### config.mk
export PLATFORM = sky130hd
export DESIGN_NAME = fpu_fma_issue
export DESIGN_NICKNAME = d
export VERILOG_FILES = /design/src/rtl/fpu_pkg.sv /design/src/rtl/fpu_fma_issue.sv
export SDC_FILE = /design/constraint.sdc
export NUM_CORES = 1
export LEC_CHECK = 0
export CORE_ASPECT_RATIO = 0.5
export CORE_MARGIN = 1.5
export CORE_UTILIZATION = 41
export CTS_CLUSTER_SIZE = 20
export DETAILED_ROUTE_END_ITERATION = 7
export PLACE_DENSITY = 0.88
export SETUP_SLACK_MARGIN = 0.2
export SYNTH_ARGS = -nofsm -noshare
export SYNTH_HDL_FRONTEND = slang
export SYNTH_SLANG_ARGS = --single-unit
### constraint.sdc
create_clock -name clk -period 2.8 [get_ports clk]
set_input_delay 0.56 -clock clk [delete_from_list [all_inputs] [get_ports clk]]
set_output_delay 0.56 -clock clk [all_outputs]
set_load 0.03 [all_outputs]
### src/rtl/fpu_pkg.sv
// Shared types and helpers for the FMA issue controller and its neighbours.
// Rounding-mode encodings follow the RISC-V fcsr.frm / instruction rm field.
package fpu_pkg;

  typedef enum logic [1:0] {
    FMADD  = 2'b00,
    FMSUB  = 2'b01,
    FNMSUB = 2'b10,
    FNMADD = 2'b11
  } fma_op_t;

  localparam logic [2:0] RM_RNE = 3'b000;
  localparam logic [2:0] RM_RTZ = 3'b001;
  localparam logic [2:0] RM_RDN = 3'b010;
  localparam logic [2:0] RM_RUP = 3'b011;
  localparam logic [2:0] RM_RMM = 3'b100;
  localparam logic [2:0] RM_DYN = 3'b111;

  localparam logic [31:0] CANON_NAN = 32'h7FC0_0000;

  function automatic logic [2:0] resolve_rm(input logic [2:0] rm, input logic [2:0] frm);
    return (rm == RM_DYN) ? frm : rm;
  endfunction

  // Only RNE..RMM name a real rounding mode once dynamic rm is resolved.
  function automatic logic rm_legal(input logic [2:0] rm);
    return (rm <= RM_RMM);
  endfunction

endpackage

### src/rtl/fpu_fma_issue.sv
// Issue/return controller for the multi-cycle FMA unit: one op in flight, start/done
// handshake toward the unit, valid/ready on both core-facing ports, sticky inexact flag.
//
// state   | meaning
// IDLE    | ready for a request (req_ready=1)
// ISSUE   | single-cycle fpu_start pulse, wait counter cleared
// WAIT    | operands held, waiting for fpu_done or timeout
// RESP    | response held on rsp_* until rsp_ready
module fpu_fma_issue
  import fpu_pkg::*;
#(
  parameter int TIMEOUT_CYCLES = 64
) (
  input  logic        clk,
  input  logic        rst,
  input  logic        req_valid,
  output logic        req_ready,
  input  logic [1:0]  req_opcode,
  input  logic [31:0] req_rs1,
  input  logic [31:0] req_rs2,
  input  logic [31:0] req_rs3,
  input  logic [2:0]  req_rm,
  input  logic [4:0]  req_rd_addr,
  input  logic [2:0]  csr_frm,
  output logic        fpu_start,
  output logic [31:0] fpu_rs1,
  output logic [31:0] fpu_rs2,
  output logic [31:0] fpu_rs3,
  output logic [1:0]  fpu_opcode,
  output logic [2:0]  fpu_frm,
  input  logic [31:0] fpu_rd,
  input  logic        fpu_flag_nx,
  input  logic        fpu_done,
  output logic        rsp_valid,
  input  logic        rsp_ready,
  output logic [31:0] rsp_data,
  output logic [4:0]  rsp_rd_addr,
  output logic        rsp_nx,
  output logic        rsp_illegal,
  output logic        rsp_timeout,
  input  logic        fflags_clr,
  output logic        fflags_nx
);

  localparam int CW = $clog2(TIMEOUT_CYCLES + 1);

  typedef enum logic [1:0] {
    S_IDLE  = 2'b00,
    S_ISSUE = 2'b01,
    S_WAIT  = 2'b10,
    S_RESP  = 2'b11
  } state_t;

  state_t        state, state_nxt;
  fma_op_t       op_q;
  logic [CW-1:0] wait_cnt;
  logic [CW-1:0] wait_cnt_inc;
  logic          accept;
  logic          rsp_hs;
  logic          timeout_hit;
  logic [2:0]    rm_eff;
  logic          rm_ok;

  assign rm_eff       = resolve_rm(req_rm, csr_frm);
  assign rm_ok        = rm_legal(rm_eff);
  assign accept       = req_valid && (state == S_IDLE);
  assign rsp_hs       = rsp_ready && (state == S_RESP);
  assign wait_cnt_inc = wait_cnt + 1'b1;
  assign timeout_hit  = (wait_cnt_inc == CW'(TIMEOUT_CYCLES));

  assign req_ready  = (state == S_IDLE);
  assign rsp_valid  = (state == S_RESP);
  assign fpu_opcode = op_q;

  always_ff @(posedge clk or negedge rst) begin
    if (!rst) state <= S_IDLE;
    else      state <= state_nxt;
  end

  always_comb begin
    state_nxt = state;
    fpu_start = 1'b0;
    case (state)
      S_IDLE:  if (accept) state_nxt = rm_ok ? S_ISSUE : S_RESP;
      S_ISSUE: begin
        fpu_start = 1'b1;
        state_nxt = S_WAIT;
      end
      // done has priority over a timeout landing in the same cycle
      S_WAIT:  if (fpu_done || timeout_hit) state_nxt = S_RESP;
      S_RESP:  if (rsp_ready) state_nxt = S_IDLE;
      default: state_nxt = S_IDLE;
    endcase
  end

  always_ff @(posedge clk or negedge rst) begin
    if (!rst) begin
      op_q        <= FMADD;
      fpu_rs1     <= '0;
      fpu_rs2     <= '0;
      fpu_rs3     <= '0;
      fpu_frm     <= '0;
      rsp_rd_addr <= '0;
      rsp_data    <= '0;
      rsp_nx      <= 1'b0;
      rsp_illegal <= 1'b0;
      rsp_timeout <= 1'b0;
      wait_cnt    <= '0;
    end else begin
      case (state)
        S_IDLE: if (accept) begin
          rsp_rd_addr <= req_rd_addr;
          rsp_data    <= '0;
          rsp_nx      <= 1'b0;
          rsp_timeout <= 1'b0;
          rsp_illegal <= !rm_ok;
          // illegal ops never reach the unit, so its operand bus stays untouched
          if (rm_ok) begin
            op_q    <= fma_op_t'(req_opcode);
            fpu_rs1 <= req_rs1;
            fpu_rs2 <= req_rs2;
            fpu_rs3 <= req_rs3;
            fpu_frm <= rm_eff;
          end
        end
        S_ISSUE: wait_cnt <= '0;
        S_WAIT: begin
          if (fpu_done) begin
            rsp_data <= fpu_rd;
            rsp_nx   <= fpu_flag_nx;
          end else begin
            wait_cnt <= wait_cnt_inc;
            if (timeout_hit) begin
              rsp_timeout <= 1'b1;
              rsp_data    <= CANON_NAN;
              rsp_nx      <= 1'b0;
            end
          end
        end
        S_RESP: if (rsp_ready) begin
          rsp_data    <= '0;
          rsp_nx      <= 1'b0;
          rsp_illegal <= 1'b0;
          rsp_timeout <= 1'b0;
        end
        default: ;
      endcase
    end
  end

  // A set on the same cycle as a clear must win so no inexact event is lost.
  always_ff @(posedge clk or negedge rst) begin
    if (!rst)                  fflags_nx <= 1'b0;
    else if (rsp_hs && rsp_nx) fflags_nx <= 1'b1;
    else if (fflags_clr)       fflags_nx <= 1'b0;
  end

endmodule

After elaboration in Yosys (flattened, before gate mapping). Index checks and enable logic that the tools add are counted.

$add $sub $neg: 1. Magnitude comparators: 1. Equality and inequality tests: 11. Multiplexer cells: 26. Reduce and logical (&&, ||, !) cells: 17.

Operators by type and width (number): 2-to-1 mux 32 bit (4); one-hot mux 32 bit (3 select lines) (1); one-hot mux 7 bit (2 select lines) (1); 2-to-1 mux 1 bit (10); AND reduction 3 bit (3); 2-to-1 mux 2 bit (4); one-hot mux 2 bit (4 select lines) (1); adder 7 x 1 -> 7 bit, second input constant (1); == test 7 bit, second input constant (1); 2-to-1 mux 7 bit (1); inequality test 2 bit, second input constant (3); one-hot mux 1 bit (3 select lines) (2); nonzero test 2 bit (3); AND reduction 5 bit (1); == test 2 bit, second input constant (2); inequality test 2 x 1 -> 1 bit, second input constant (2); AND reduction 2 bit (2); AND reduction 4 bit (1); == test 3 bit, second input constant (1); <= comparator 3 bit, second input constant (1); logical AND 1 bit (3); 2-to-1 mux 3 bit (1); inequality test 3 bit, second input constant (1); nonzero test 3 bit (1); 5 further kinds (5).

Bits in registers: 151. Input port bits: 148. Word-level logic and storage cells: 69.

Depth between registers and ports, before layout. Gate-level depths: netlist of run 1.

Depth in word-level cells: 6. Gate-level depth with buffers: 10.

Least setup slack after synthesis of run 1. OpenSTA, ideal clock, no wires.

Path type: reg-to-reg. Start: register state[0]. End: register op_q[0], in the netlist fpu_opcode[0]. Setup time: 0.125 ns. Data arrival time: 2.091 ns. Setup slack: 0.583 ns. Cell stages (with the launch flop): 10. Path buffers: 4. Clock period less this slack: 2.217 ns. Cell sequence: dfrtp_1 > inv_1 > ha_1 > buf_6 > nor4bb_1 > a211o_1 > buf_2 > buf_6 > buf_6 > mux2_4.

Longest elaborated chain between the ends: 3.

Ends and longest elaborated chain: start: declaration (RTL line fpu_fma_issue.sv:54) `state_t state, state_nxt;`; start signal: assignment (RTL line fpu_fma_issue.sv:77) `else state <= state_nxt;`; zero test 2 bit (*); named net req_ready (RTL line fpu_fma_issue.sv:17) `output logic req_ready,`; logical AND 1 bit (RTL line fpu_fma_issue.sv:66) `assign accept = req_valid && (state == S_IDLE);`; AND reduction 3 bit (no source line) (*); end signal: assignment (RTL line fpu_fma_issue.sv:119) `op_q <= fma_op_t'(req_opcode);`; end: declaration (RTL line fpu_fma_issue.sv:55) `fma_op_t op_q;`.

Mark *: on every way through the listed nets, which the timed path passes. The rest lies on a longest branch. A chain may end at the register's enable or synchronous reset.

Worst setup path in the final report of run 1.
Start: register state[0]. End: register rsp_data[20].

Longest elaborated chain between the ends: 4.

Ends and longest elaborated chain: zero test 2 bit (RTL line fpu_fma_issue.sv:66, fpu_fma_issue.sv:110); logical AND 1 bit (RTL line fpu_fma_issue.sv:66); inequality test 2 x 1 -> 1 bit (no source line); AND reduction 4 bit (no source line); end signal: assignment (RTL line fpu_fma_issue.sv:129) `rsp_data <= fpu_rd;`; end: declaration (RTL line fpu_fma_issue.sv:36) `output logic [31:0] rsp_data,`.

Several ways; a longest one is shown, not always the timed one.

==> flow_summary.ini, run 1 <==
[run_status]
status = finished, final reports clean

[final_layout]
fin_util = 0.6805
synthToLayoutAreaGrowth_pct = 59.96
nFillCells = 1050
final_nets = 866
regArea_um2 = 3779
drive_above_1_share = 0.2039
insertedDiodeCount = 0
stdcell_area_um2 = 9977
multi_input_area_um2 = 2251

[logic_synthesis]
async_flop_share = 1.000
ys_warn_count = 0
synth_cells = 417
synth.avg_cell_area_um2 = 14.96
ys_seq_area_frac = 0.6058
synth_nets = 570
synth-edff-count = 0
synthDistinctLibCells = 43
synth-main-ff-cell = dfrtp_1
synth_seq_cells = 151
synth_area_um2 = 6237

[sta]
report.final.hold_viol_count = 0
fin_ws_ns = 0.3595
drv_slew = 0
tightest_slew_ns = 1.023
max_slew_margin = 0.3178
fin_crit_ns = 2.440
rsz0062_at_grt = false
timing.final.crit_share = 0.8716
fmax_mhz = 409.8
setup_viol_count_final = 0
skew_ns = 0.01184
fin_tns_setup_ns = 0

[clock_tree]
cts-root-buf = clkbuf_16
tritoncts = yes
h-tree-depth = 4
clk_latency_ns = 0.42
cts_sinks = 151
cts_buffers = 17
clock_path_buffers = 2
clk_pin_slew_ns = 0.07

[power_and_ir_drop]
power.leakage_nw = 4.253
seq_power_share = 0.299
swShare = 0.4031
p_switching_mw = 5.199
comb_power_share = 0.527
finalPower_mw = 12.90
p_clk_frac = 0.174
p_per_area_nw_per_um2 = 1293
p_int_mw = 7.699
peakVddDrop_v = 0.0005364

[routing]
via_per_inst = 4.998
avgRoutedWirePerCell_um = 18.84
drt-initial-drc-count = 223
remaining_drc_errors = 0
drtPass1Iterations = 4
num_vias = 4618
ant_nets = 0
routed_wl_mm = 17.41

[setup_path]
crit_required_ns = 3.13
r2r-end = rsp_data[20]$_DFFE_PN0P_
setup.worst_path.end_class = register
crit_fanout = 24
reg2regPathDepth = 5
reg2reg_from = state[0]$_DFFE_PN0P_
r2r_setup_slack_ns = 0.36
critPathLaunchType = register
worstPathArrival_ns = 2.78
critPathKind = register to register

[global_route]
grt_start_max_net_pins = 70
grtUsageTotal = 0.2219
first_global_vias = 4824
grt_pass1_wl_mm = 27.08
antenna_found_initial = 0
grt_overflow = 0

[place]
gp_congestion = 0.8187
placed_cell_area_um2 = 9408
dp_slack_ns = 0.1695
port_buffers = 292
dpl.hpwl_mm = 12.64

[floorplan]
die_width_um = 177.4
design.core.area_um2 = 14660
rows = 31
start_util = 0.4254
ioPinCount = 293
dieHeight_um = 90.22
dieArea_um2 = 16010

[hold_path]
hold_path.class = input port to async pin

[flow_run]
drv_cap = 0
==> sequential cells by signal (all words and copies together), names as in the netlist <==
| name | flops |
|---|---|
| fpu_rs1 | 32 |
| rsp_nx | 1 |
| rsp_rd_addr | 5 |
| fpu_opcode | 2 |
| state | 2 |
| rsp_illegal | 1 |
| fflags_nx | 1 |
| fpu_rs3 | 32 |
| fpu_rs2 | 32 |
| fpu_frm | 3 |
| rsp_timeout | 1 |
| wait_cnt | 7 |
| rsp_data | 32 |
==> worst max path at each step <==
stage,from,endpoint,slack (ns)
finish,state[0]$_DFFE_PN0P_,rsp_data[20]$_DFFE_PN0P_,0.36
global route,state[0]$_DFFE_PN0P_,rsp_data[20]$_DFFE_PN0P_,0.25
CTS,state[0]$_DFFE_PN0P_,rsp_data[20]$_DFFE_PN0P_,0.36
detailed placement,req_valid,rsp_data[20]$_DFFE_PN0P_,0.17
global placement,req_valid,fpu_rs2[4]$_DFFE_PN0P_,0.24
floorplan,state[0]$_DFFE_PN0P_,fpu_opcode[0]$_DFFE_PN0P_,0.58
==> critical path: stages, from the launching register on <==
cell and delay (ns):
dfrtp_1 0.42, inv_1 0.10, ha_1 0.42, clkinv_1 0.22, o31ai_4 0.91, a22o_1 0.28
==> metal layers <==
layer  GRT usage  share of wire
met1      0.2571           0.38
met2      0.4046           0.54
met3     0.04315          0.045
met4     0.08403          0.028
met5           0              0
==> placed cells by master, fill, tap and decap left out, types with 7 or more instances in the layout <==
cell type and count:
clkdlybuf4s50_1 289, dfrtp_1 151, mux2_4 55, mux2_2 48, a22o_1 24, o21ai_0 17, clkbuf_16 17, inv_1 16
nand2_1 14, a22oi_1 9, o22ai_1 7
==> timing repair <==
action / CTS / global route
endpoints found under the setup margin: 2 / 0
resized for setup: 2 / 0
hold buffers: 0 / 0
buffers inserted: 0 / 0
==> cells by family after synthesis <==
kind of cell / count (synthesis) / synth area share
compound gates: 72 / 0.08505
xor+xnor: 6 / 0.008427
fa+ha+maj: 5 / 0.01003
buf+inv: 41 / 0.03611
flops: 151 / 0.6058
mux: 105 / 0.2223
simple gates: 37 / 0.03230
==> power groups by stage <==
stage                     Combinational [mW]  Clock [mW]  Sequential (mW)
after floorplan                         2.08           0             5.76
after global placement                  6.69           0             3.82
after detailed placement                6.83           0             3.87
after CTS                               6.85        2.30             3.87
after global routing                    7.08        2.40             3.99
final                                   6.79        2.25             3.86
==> final cells by class <==
cell class                      instances  share of cell area
Tap cell                              198             0.02483
Sequential cell                       151              0.3787
Multi-Input combinational cell        225              0.2256
Inverter                               17            0.006396
Timing Repair Buffer                  301              0.3071
Clock inverter                         14             0.01430
Clock buffer                           18             0.04301
==> stage by stage <==
stage	cells	hold slack, ns
after floorplan	417	0.2644
after global placement	892	0.4828
after detailed placement	892	0.4816
after CTS	924	0.1679
after global routing	924	0.1962
final	924	0.1464
==> cells in the mapped netlist (2+ instances only) <==
cell type,count,area share
mux2_2,48,0.087
clkbuf_1,7,0.0042
nor3_1,3,0.0024
xnor2_1,3,0.0042
o22ai_1,7,0.0070
dfrtp_1,151,0.61
nand2_1,14,0.0084
o211ai_1,2,0.0024
mux2_4,55,0.13
ha_1,5,0.010
xor2_1,3,0.0042
o21ai_0,17,0.014
inv_1,16,0.0096
a22oi_1,9,0.011
buf_2,9,0.0072
mux2i_1,2,0.0032
buf_6,8,0.014
nor2_1,5,0.0030
o32a_1,2,0.0032
nand3_1,3,0.0024
nor2b_1,3,0.0030
a22o_1,24,0.034
Note: power is estimated with default switching activity, not from simulation.
==> inputs of run 2 (changes only) <==
CORE_MARGIN = 1   (was 1.5)
CORE_UTILIZATION = 53   (was 41)
DONT_BUFFER_PORTS = 1   (was default)
PLACE_DENSITY = 0.76   (was 0.88)
==> run 2 against run 1 <==
- the run now ends with hold timing left
- critical path type unchanged
- via count shrank 25%
- hold slack lost 0.30 ns
- critical path depth grew 1
- largest cell class unchanged
- final cell count shrank 36%
==> flow_summary.ini, run 2 (same netlist as run 1, synthesis figures left out) <==
[clock_tree]
cts-root-buf = clkbuf_16
tritoncts = yes
clock_path_buffers = 2
clk_pin_slew_ns = 0.07
cts_sinks = 151
clk_latency_ns = 0.40
cts_buffers = 17
h-tree-depth = 4
cts_resized = 0

[place]
dpl.hpwl_mm = 8.893
gp_congestion = 0.7813
port_buffers = 0
placed_cell_area_um2 = 6377

[floorplan]
design.core.area_um2 = 11220
die_width_um = 155.4
dieArea_um2 = 12230
rows = 27
start_util = 0.5561
ioPinCount = 293
dieHeight_um = 78.71

[final_layout]
drive_above_1_share = 0.3395
stdcell_area_um2 = 6963
synthToLayoutAreaGrowth_pct = 11.63
final_nets = 573
insertedDiodeCount = 0
mostFrequentLayoutCell = dfrtp_1
layout_common_cells = 151 x dfrtp_1, 55 x mux2_4, 48 x mux2_2, 24 x a22o_1

[sta]
report.final.hold_viol_count = 151
max_slew_margin = 0.3947
setup_viol_count_final = 0
rsz0062_at_grt = false
timing.final.crit_share = 0.8022
fmax_mhz = 445.2
drv_slew = 0
tightest_slew_ns = 0.9079
holdWs_ns = -0.1500
fin_crit_ns = 2.246
skew_ns = 0.008645
fin_tns_setup_ns = 0

[routing]
avgRoutedWirePerCell_um = 21.42
drtPass1Iterations = 4
routed_wl_mm = 12.68
drt-initial-drc-count = 206
num_vias = 3470
via_per_inst = 5.861
remaining_drc_errors = 0
ant_nets = 0

[global_route]
first_global_vias = 3473
antenna_found_initial = 0
grt_overflow = 0
grt_pass1_wl_mm = 19.18
grt_start_max_net_pins = 152
grtUsageTotal = 0.2061

[power_and_ir_drop]
power.leakage_nw = 3.119
peakVddDrop_v = 0.0006223
p_per_area_nw_per_um2 = 1523

[setup_path]
worstPathArrival_ns = 2.52
critPathKind = register to register
crit_required_ns = 3.08
crit_fanout = 65
setup.worst_path.end_class = register
critPathLaunchType = register

[hold_path]
hold_path.class = input port to async pin

[run_status]
status = finished, violations left
violations = hold timing

[flow_run]
drv_cap = 0
## run 2: changes by cell type in the layout (fill, tap and decap cells not counted), sizes merged
cell and delta:
clkdlybuf4s50 -289, buf -2, dlygate4sd2 -2, clkinv +2, clkinvlp -3, clkbuf +1
## run 2: power by group
group          switching [mW]  leakage, nW  internal [mW]
clock network           0.919        0.288           1.30
logic                   0.956        0.971           1.41
registers                2.82         1.86           3.20
total                    4.69         3.12           5.91
## run 2: repair_timing
item | CTS | global route
endpoints found under the hold margin | 151 | 151
buffers inserted | 0 | 0
endpoints found under the setup margin | 0 | 0
## run 2: path summary, 6_finish.rpt
check,start,endpoint,slack [ns],cells after the start
setup / recovery,state[0]$_DFFE_PN0P_,fpu_rs2[26]$_DFFE_PN0P_,0.55,6
setup reg to reg,state[0]$_DFFE_PN0P_,fpu_rs2[26]$_DFFE_PN0P_,0.55,6
hold / removal,rst,wait_cnt[3]$_DFFE_PN0P_,-0.15,0
max in group asynchronous,rst,fpu_rs1[6]$_DFFE_PN0P_,2.74,0
hold reg to reg,state[1]$_DFFE_PN0P_,state[1]$_DFFE_PN0P_,0.57,1
min in group clk,fflags_clr,fflags_nx$_DFFE_PN0P_,0.26,1
## run 2: area by class of cell
| type | instances | area (um^2) |
|---|---|---|
| clock buffers | 19 | 452.9 |
| flip-flops and latches | 151 | 3779 |
| repair buffers | 8 | 85.08 |
| fillers | 877 | 4253 |
| inverters | 17 | 63.81 |
| multi-input cells | 225 | 2251 |
| well taps | 159 | 198.9 |
| clock inverters | 13 | 132.6 |
## run 2: per-layer routing
layer,track usage,vias up,part of all wire
li1,-,1511,-
met1,0.2455,1812,0.40
met2,0.3466,139,0.52
met3,0.07314,8,0.074
met4,0.08039,0,0.0088
met5,0,-,0
## run 2: critical path, stage by stage (launching register included)
cell and delay (ns):
dfrtp_1 0.42, inv_1 0.10, ha_1 0.29, nor4bb_1 0.37, a211o_4 0.18, buf_12 0.31
mux2_2 0.38
## run 2: per-stage QoR
| step | instances | power (mW) | util | setup slack, ns | hold WS (ns) |
|---|---|---|---|---|---|
| CTS | 592 | 10.69 | 0.6208 | 0.5817 | -0.1698 |
| global placement | 560 | 8.319 | 0.5686 | 0.6811 | 0.2678 |
| finish | 592 | 10.60 | 0.6208 | 0.5539 | -0.1500 |
| floorplan | 417 | 7.842 | - | 0.5835 | 0.2644 |
| global route | 592 | 11.07 | 0.6208 | 0.3554 | -0.1806 |
| detailed placement | 560 | 8.446 | 0.5686 | 0.5854 | 0.2676 |
==> inputs of run 3 (changes only) <==
PLACE_DENSITY = 0.79   (was 0.76)
clock period = 1.9 ns   (was 2.8 ns; I/O delays follow)
==> run 3 against run 2 <==
- the run still ends with hold timing left
- wire length increased by 16%
- combinational power increased by 110%
- first-iteration DRC count decreased by 12%
- flip-flop and latch count unchanged
- non-clock buffer count increased by 34
- worst setup slack got worse by 0.54 ns
- critical endpoint is now fpu_rs1[20]$_DFFE_PN0P_
- largest power group unchanged
- highest routed layer unchanged
==> flow_summary.ini, run 3 (same netlist as run 1, synthesis figures left out) <==
[final_layout]
synthToLayoutAreaGrowth_pct = 23.29
drive_above_1_share = 0.4551
final_nets = 608
insertedDiodeCount = 0
mostFrequentLayoutCell = dfrtp_1
layout_common_cells = 149 x dfrtp_1, 56 x mux2_4, 47 x mux2_2, 24 x a22o_1, 19 x clkbuf_16

[sta]
setup_viol_count_final = 0
drv_slew = 0
skew_ns = 0.007899
holdWs_ns = -0.3287
report.final.hold_viol_count = 151
max_slew_margin = 0.6586
fmax_mhz = 529.0
fin_crit_ns = 1.891
rsz0062_at_grt = true
tightest_slew_ns = 0.5068
timing.final.crit_share = 0.9950

[run_status]
status = finished, violations left
violations = hold timing

[setup_path]
slowest_delay_ns = 0.38
critPathKind = register to register
slowest_stage = dfrtp_1
crit_fanout = 10
critPathLaunchType = register
worstPathArrival_ns = 2.17
path_cells = inv_2 > ha_4 > and4_1 > a211o_4 > buf_12 > buf_16 > mux2_4
setup.worst_path.end_class = register
crit_required_ns = 2.18

[floorplan]
dieHeight_um = 78.71
dieArea_um2 = 12230
ioPinCount = 293
start_util = 0.5561
rows = 27
die_width_um = 155.4
design.core.area_um2 = 11220

[clock_tree]
tritoncts = yes
cts_buffers = 17
h-tree-depth = 4
cts-root-buf = clkbuf_16
clk_latency_ns = 0.40
clk_pin_slew_ns = 0.06
clock_path_buffers = 2
cts_sinks = 151

[routing]
num_vias = 3682
ant_nets = 0
drtPass1Iterations = 5
via_per_inst = 5.872
routed_wl_mm = 14.76
avgRoutedWirePerCell_um = 23.54
drt-initial-drc-count = 182
remaining_drc_errors = 0

[global_route]
grtUsageTotal = 0.2398
grt_pass1_wl_mm = 22.22
grt_start_max_net_pins = 152
grt_overflow = 0
antenna_found_initial = 0
first_global_vias = 3902

[power_and_ir_drop]
finalPower_mw = 17.05
p_per_area_nw_per_um2 = 2217
peakVddDrop_v = 0.0009599
power.leakage_nw = 3.389

[place]
port_buffers = 0
dpl.hpwl_mm = 9.544
gp_congestion = 0.8352

[flow_run]
drv_cap = 0

[hold_path]
hold_path.class = input port to async pin
run 3: changes by cell type in the layout (fill, tap and decap cells not counted), moves of 5 or more:
cell / change
buf_6: +6
buf_16: +7
a22oi_1: -8
buf_12: +5
ha_1: -5
a22oi_2: +8
buf_4: +12
run 3: where the power goes:
group	internal [mW]	switching [mW]	total (mW)
clock	1.78	1.39	3.17
sequential	4.71	4.23	8.94
combinational	3.06	1.87	4.94
total	9.55	7.49	17.0
run 3: final cells by class:
type                       instances  area [um^2]
inverter                          17        65.06
fill                             774         3526
clock buffer                      19        452.9
tap                              159        198.9
multi-input combinational        226         2465
sequential                       151         3781
timing repair buffer              42        615.6
clock inverter                    13        111.4
run 3: worst paths after layout:
path                                                end  depth (start not counted)                    start  slack, ns
min in group clk                  fflags_nx$_DFFE_PN0P_                          1               fflags_clr       0.09
worst max-delay path            fpu_rs1[20]$_DFFE_PN0P_                          7     state[0]$_DFFE_PN0P_      0.009
worst max register to register  fpu_rs1[20]$_DFFE_PN0P_                          7     state[0]$_DFFE_PN0P_      0.009
worst min register to register  wait_cnt[5]$_DFFE_PN0P_                          2  wait_cnt[5]$_DFFE_PN0P_       0.64
worst min-delay path            wait_cnt[5]$_DFFE_PN0P_                          0                      rst      -0.33
max in group asynchronous        fpu_rs2[2]$_DFFE_PN0P_                          0                      rst       1.91
run 3: worst max-delay path, delay by kind of cell (launching register included):
kind / cells / cell delay (ns)
buffers and inverters: 3 / 0.40
DFF: 1 / 0.38
AOI/OAI and AO/OA: 1 / 0.35
muxes: 1 / 0.30
adders and majority gates: 1 / 0.17
and+or+nand+nor: 1 / 0.16
run 3: through the flow:
stage	worst slack [ns]	TNS, ns	instances	utilization	cell area [um^2]
3_5_place_dp	-0.01104	-0.03266	570	0.5813	6520
6_report	0.009465	0	627	0.6856	7690
5_1_grt	-0.03643	-1.506	627	0.6856	7690
2_1_floorplan	-0.1051	-5.739	417	-	6317
4_1_cts	0.04695	0	623	0.6697	7511
3_3_place_gp	0.09067	0	570	0.5813	6520
run 3: routing by layer:
layer  GRT usage  routed length (um)
met2      0.4220                7870
met1      0.2922                5795
met4     0.07157                 169
met5           0                   0
met3     0.06496                 923
run 3: repair_timing:
action,CTS,global route
pin swaps,6,14
setup endpoints to repair,136,140
buffers inserted,14,2
cloned,7,2
endpoints found under the hold margin,151,151
resized for setup,31,30
